### src/rtl/alu_cmp_pipe.sv
// alu_cmp_pipe: two-stage ALU/compare pipeline with a valid/ready handshake and flush.
// Optional sticky {Z,N,C,V} flags are built only when ALU_CMP_FLAGS_EN is defined.
module alu_cmp_pipe #(
  parameter int unsigned WIDTH = 16,
  parameter int unsigned IW    = 16
) (
  input  logic             clk,
  input  logic             rst_n,
  input  logic             in_valid,
  output logic             in_ready,
  input  logic [IW-1:0]    instr,
  input  logic [WIDTH-1:0] a,
  input  logic [WIDTH-1:0] b,
  input  logic             flush,
  output logic             out_valid,
  input  logic             out_ready,
  output logic [WIDTH-1:0] result,
  output logic             sign,
  output logic             ovf,
  output logic [3:0]       flags,
  input  logic             flag_clr
);

  localparam int unsigned Msb = WIDTH - 1;

  typedef enum logic [2:0] {
    OpNone, OpAdd, OpSub, OpSeq, OpSlt, OpSle, OpSco, OpLtu
  } op_e;

  logic [4:0] opcode;
  logic [1:0] func;
  logic       unused_instr;

  assign opcode       = instr[IW-1:IW-5];
  assign func         = instr[1:0];
  assign unused_instr = ^instr[IW-6:2];

  op_e  dec_op;
  logic dec_sign;

  always_comb begin
    dec_op   = OpNone;
    dec_sign = 1'b0;
    casez (opcode)
      5'b01000: begin dec_op = OpAdd; dec_sign = 1'b1; end
      5'b01001: begin dec_op = OpSub; dec_sign = 1'b1; end
      5'b100??: begin
        dec_sign = (opcode[1:0] != 2'b10);
        if (opcode[1:0] == 2'b11) dec_op = OpLtu;
      end
      5'b11011: begin
        dec_sign = ~func[1];
        if (func == 2'b00)      dec_op = OpAdd;
        else if (func == 2'b01) dec_op = OpSub;
      end
      5'b111??: begin
        dec_sign = (opcode[1:0] != 2'b11);
        case (opcode[1:0])
          2'b00:   dec_op = OpSeq;
          2'b01:   dec_op = OpSlt;
          2'b10:   dec_op = OpSle;
          default: dec_op = OpSco;
        endcase
      end
      default: ;
    endcase
  end

  logic             s1_valid_q, s2_valid_q;
  op_e              s1_op_q;
  logic             s1_sign_q;
  logic [WIDTH-1:0] s1_a_q, s1_b_q;
  logic [WIDTH-1:0] result_q;
  logic             sign_q, ovf_q;

  logic [WIDTH:0]   sum;
  logic [WIDTH-1:0] diff;
  logic [WIDTH-1:0] alu_res;
  logic             alu_ovf;

  always_comb begin
    sum     = {1'b0, s1_a_q} + {1'b0, s1_b_q};
    diff    = s1_a_q - s1_b_q;
    alu_res = '0;
    alu_ovf = 1'b0;
    case (s1_op_q)
      OpAdd: begin
        alu_res = sum[Msb:0];
        alu_ovf = (s1_a_q[Msb] == s1_b_q[Msb]) && (sum[Msb] != s1_a_q[Msb]);
      end
      OpSub: begin
        alu_res = diff;
        alu_ovf = (s1_a_q[Msb] != s1_b_q[Msb]) && (diff[Msb] != s1_a_q[Msb]);
      end
      OpSeq: alu_res = {{Msb{1'b0}}, (s1_a_q == s1_b_q)};
      OpSlt: alu_res = {{Msb{1'b0}}, ($signed(s1_a_q) < $signed(s1_b_q))};
      OpSle: alu_res = {{Msb{1'b0}}, ($signed(s1_a_q) <= $signed(s1_b_q))};
      OpSco: begin
        alu_res = {{Msb{1'b0}}, sum[WIDTH]};
        alu_ovf = sum[WIDTH];
      end
      OpLtu: alu_res = {{Msb{1'b0}}, (s1_a_q < s1_b_q)};
      default: ;
    endcase
  end

  logic s2_en;

  // S2 can take new data when it is empty or its current result leaves this cycle.
  assign s2_en     = ~s2_valid_q | out_ready;
  assign in_ready  = rst_n & (~s1_valid_q | s2_en);
  assign out_valid = s2_valid_q;
  assign result    = result_q;
  assign sign      = sign_q;
  assign ovf       = ovf_q;

  always_ff @(posedge clk or negedge rst_n) begin
    if (!rst_n) begin
      s1_valid_q <= 1'b0;
      s2_valid_q <= 1'b0;
      s1_op_q    <= OpNone;
      s1_sign_q  <= 1'b0;
      s1_a_q     <= '0;
      s1_b_q     <= '0;
      result_q   <= '0;
      sign_q     <= 1'b0;
      ovf_q      <= 1'b0;
    end else if (flush) begin
      s1_valid_q <= 1'b0;
      s2_valid_q <= 1'b0;
    end else begin
      if (s2_en) begin
        s2_valid_q <= s1_valid_q;
        if (s1_valid_q) begin
          result_q <= alu_res;
          sign_q   <= s1_sign_q;
          ovf_q    <= alu_ovf;
        end
      end
      if (in_ready) begin
        s1_valid_q <= in_valid;
        if (in_valid) begin
          s1_op_q   <= dec_op;
          s1_sign_q <= dec_sign;
          s1_a_q    <= a;
          s1_b_q    <= b;
        end
      end
    end
  end

`ifdef ALU_CMP_FLAGS_EN
  logic [3:0] flags_q, flag_bits;
  logic       out_hs;

  // A flushed output is not a delivered result, so it does not touch the flags.
  assign out_hs    = s2_valid_q & out_ready & ~flush;
  assign flag_bits = {(result_q == '0), result_q[Msb], ovf_q & ~sign_q, ovf_q & sign_q};

  always_ff @(posedge clk or negedge rst_n) begin
    if (!rst_n) begin
      flags_q <= 4'b0000;
    end else if (flag_clr) begin
      flags_q <= out_hs ? flag_bits : 4'b0000;
    end else if (out_hs) begin
      flags_q <= flags_q | flag_bits;
    end
  end

  assign flags = flags_q;
`else
  logic unused_flag_clr;

  assign unused_flag_clr = flag_clr;
  assign flags           = 4'b0000;
`endif

endmodule

### config.mk
export PLATFORM = sky130hd
export DESIGN_NAME = alu_cmp_pipe
export DESIGN_NICKNAME = d
export VERILOG_FILES = /design/src/rtl/alu_cmp_pipe.sv
export SDC_FILE = /design/constraint.sdc
export NUM_CORES = 1
export LEC_CHECK = 0
export ABC_AREA = 1
export CAP_MARGIN = 20
export CORE_ASPECT_RATIO = 1.2
export CORE_MARGIN = 1.5
export CORE_UTILIZATION = 49
export CTS_CLUSTER_SIZE = 30
export DETAILED_ROUTE_END_ITERATION = 12
export PLACE_DENSITY_LB_ADDON = 0.2
export SYNTH_ARGS = -nofsm -noshare
export SYNTH_HDL_FRONTEND = slang
export SYNTH_SLANG_ARGS = --single-unit
### constraint.sdc
create_clock -name clk -period 1.75 [get_ports clk]
set_input_delay 0.175 -clock clk [delete_from_list [all_inputs] [get_ports clk]]
set_output_delay 0.175 -clock clk [all_outputs]
set_load 0.02 [all_outputs]
==> summary.md <==
| Metric | Value |
|---|---|
| Synth area leaders | `dfrtp_1, nand2_1, ha_1, inv_1, nand3_1` |
| Std-Cell Rows | `37` |
| Final nets | `918` |
| Post-Synth Simple-Gate Area | `0.341` |
| TritonCTS Buffers | `5` |
| Sequential Power Share | `0.241` |
| Critical path data arrival time | `2.32 ns` |
| Post-Synth XOR/XNOR Area | `0.00603` |
| Violated checks | `setup timing` |
| Post-synthesis compound-gate area fraction | `0.123` |
| Post-synthesis mux area share | `0` |
| Sink Count | `56` |
| Max Cap Viol | `0` |
| Logic gate share of total power | `0.634` |
| WS Path Type | `reg -> reg` |
| Reg2reg end | `result[12]$_DFFE_PN0P_` |
| First-pass GRT wire length | `23100 um` |
| # fillers | `702` |
| Post-route ant nets | `0` |
| Fin cells | `944` |
| Post-DR vias/cell | `5.27` |
| Largest net degree at the start of global routing | `57` |
| Max Freq | `490 MHz` |
| Hold WC Path Type | `in -> async` |
| IO Pins | `78` |
| Top cells by count, synth | `nand2_1, inv_1, dfrtp_1` |
| Overflow after GRT | `0` |
| Worst VDD drop | `0.000589 V` |
| DP HPWL | `10700 um` |
| Fin crit period | `2.04 ns` |
| Largest fanout on the critical path | `4` |
| CP max stage cell | `dfrtp_1` |
| Ys async rst share | `1.00` |
| Initial antenna violation count | `0` |
| Worst Setup Slack, final | `-0.293 ns` |
| Total die area | `9460 sq um` |
| Crit path top cell by count | `nand2_1` |
| Yosys warns | `0` |
| Antenna diodes | `0` |
| Count of cell types in the netlist | `37` |
| Sequential area share after synthesis | `0.322` |
| Clk Latency, worst-skew pair | `0.33 ns` |
| CP endpoint kind | `flip-flop` |
| Worst Tran Pin Value | `0.748 ns` |
| Register area | `1400 sq um` |
| GP Congestion | `1.05` |
| Psw | `3130 uW` |
| CP cell instances | `buf_6 > ha_4 > fa_2 > nand3_2 > nand2_2 > nand3_2 > nand2_4 > nand2_2 > nand2_2 > nand2_1 > nand2_1 > o21ai_2 > nand2_1 > nand2_1` |
| TNS Setup | `-2.59 ns` |
| Adder-cell share of the synthesized area | `0.113` |
| Clock slew at reported path FFs | `0.11 ns` |
| Via Count | `4973` |
| Placed Cells | `923` |
| Area Overhead vs Synth | `50.8%` |
| Pwr/cell area | `1090 nW/um^2` |
| Layout cell share with drive strength beyond 1 | `0.287` |
| Setup violations, final | `14` |
| Status | `complete, but fails checks` |
| Final Skew | `0.0129 ns` |
| Drt wl/cell | `15.4 um` |
| Pint | `4030 uW` |
| Unrepaired setup endpoints after global routing | `yes` |
| IO buf count | `63` |
| Overall Global Routing Usage | `0.317` |
| R2R depth | `14` |
| Top cell type's share of synthesized area | `0.322` |
| Die Y | `106 um` |
| Core ar. | `8610 sq um` |
| Number of synthesized flops with an enable pin | `0` |
| Mapped Cells | `655` |
| Yosys reg bits | `56` |
| CP required | `2.03 ns` |
| Cell taking the most area after synthesis | `dfrtp_1` |
| Tot Pwr | `7160 uW` |
| Critical Path Max Stage Delay | `0.45 ns` |
| CTS tree | `yes` |
| Net Sw Frac | `0.437` |
| Detailed Route Iter0 Violations | `299` |
| 1st-pass router iterations | `5` |
| Slew Viols, Final | `0` |
| Max-slew headroom | `0.501` |
| CTS root buf | `clkbuf_8` |
| Worst reg2reg startpoint | `s1_b_q[0]$_DFFE_PN0P_` |
| Synthesized area | `4350 sq um` |
| Initial core utilization | `0.506` |
| Final worst path period share | `1.17` |
| Static Leak | `0.00325 uW` |
| Vias in the first global route | `5073` |
| Multi-input logic area | `3080 sq um` |
| Final hold vios | `0` |
| Die width | `89.1 um` |
| Reg2Reg Setup Slack | `-0.29 ns` |
| Most frequent cell after synthesis | `nand2_1` |
| Syn_area_per_cell | `6.65 sq um` |
| DRT Wirelength | `14500 um` |
| Largest family of logic cells by synthesized area | `simple AND/OR/NAND/NOR gates` |
| Clk pwr share | `0.125` |
| Top_reg_cell synth | `dfrtp_1` |
| Clock tree buffer depth | `2` |
| Crit path launch type | `flip-flop` |
| CTS H-tree depth | `2` |
| DRC violations left | `0` |
| Cts-stage hold buffer count | `0` |
==> power groups by stage <==
stage / sequential, uW / clock, uW / combinational (uW)
global route: 1750 / 951 / 4910
global placement: 1700 / 0 / 3590
detailed placement: 1710 / 0 / 3640
CTS: 1710 / 908 / 4170
floorplan: 1840 / 0 / 1820
finish: 1720 / 895 / 4540
==> state kept, by name (all words and copies together) (netlist names) <==
name	flops
ovf	1
s1_op_q	3
sign	1
out_valid	1
s1_b_q	16
result	16
s1_valid_q	1
s1_sign_q	1
s1_a_q	16
==> critical path: cells and delay by family (launching register included) <==
family / cells / cell delay [ns]
AND/OR/NAND/NOR: 10 / 0.68
adder cells (fa/ha/maj): 2 / 0.57
buffers and inverters: 1 / 0.16
AO/OA/AOI/OAI: 1 / 0.13
flip-flops: 1 / 0.45
==> through the flow <==
stage / hold WS [ns] / utilization / setup slack (ns) / instance area [sq um]
4_1_cts: 0.0726 / 0.737 / -0.269 / 6340
3_5_place_dp: 0.436 / 0.676 / -0.369 / 5820
6_report: 0.0572 / 0.762 / -0.293 / 6570
5_1_grt: 0.122 / 0.762 / -0.403 / 6570
3_3_place_gp: 0.420 / 0.676 / -0.332 / 5820
2_1_floorplan: -0.121 / - / -0.0876 / 4380
==> per-layer routing <==
layer	wire length [um]	vias to the layer above	GRT usage
li1	-	2427	-
met2	7580	168	0.563
met4	869	0	0.189
met5	0	-	0
met1	5450	2313	0.345
met3	644	65	0.0489
==> repair_timing <==
action                                  CTS  global route
pin swaps                                27            23
endpoints found under the hold margin     0             0
buffers inserted                         10             4
resized for setup                        88            56
endpoints found under the setup margin   15            16
==> layout by cell type, fill, tap and decap left out, types with 14 or more instances in the layout <==
cell and count:
nand2_2 18, inv_2 14, nand2_1 209, ha_4 15, clkdlybuf4s50_1 61, inv_1 66
o21ai_0 33, ha_1 18, a21oi_1 19, buf_4 108, dfrtp_1 55, nand3_1 42
nor2_1 37
==> logic make-up after synthesis <==
logic type,after synthesis
simple gates,359
buf+inv,101
compound gates,97
flops,56
fa+ha+maj,38
xor+xnor,3
other cells,1
==> area by class of cell <==
type                    count  share of cell area
inverters                  85              0.0497
clock inverters             2             0.00534
well taps                 117              0.0223
repair buffers            177               0.229
flip-flops and latches     56               0.214
clock buffers               6              0.0111
multi-input cells         501               0.469
==> worst max-delay path by stage <==
stage	slack, ns	endpoint	startpoint	cells after the start
after global placement	-0.33	result[12]$_DFFE_PN0P_	s1_b_q[0]$_DFFE_PN0P_	13
after global routing	-0.40	result[12]$_DFFE_PN0P_	s1_b_q[0]$_DFFE_PN0P_	14
after CTS	-0.27	result[0]$_DFFE_PN0P_	s1_b_q[0]$_DFFE_PN0P_	16
after detailed placement	-0.37	result[12]$_DFFE_PN0P_	s1_b_q[0]$_DFFE_PN0P_	13
after floorplan	-0.09	result[12]$_DFFE_PN0P_	s1_b_q[0]$_DFFE_PN0P_	13
final	-0.29	result[12]$_DFFE_PN0P_	s1_b_q[0]$_DFFE_PN0P_	14
Note: power is estimated with default switching activity, not from simulation.
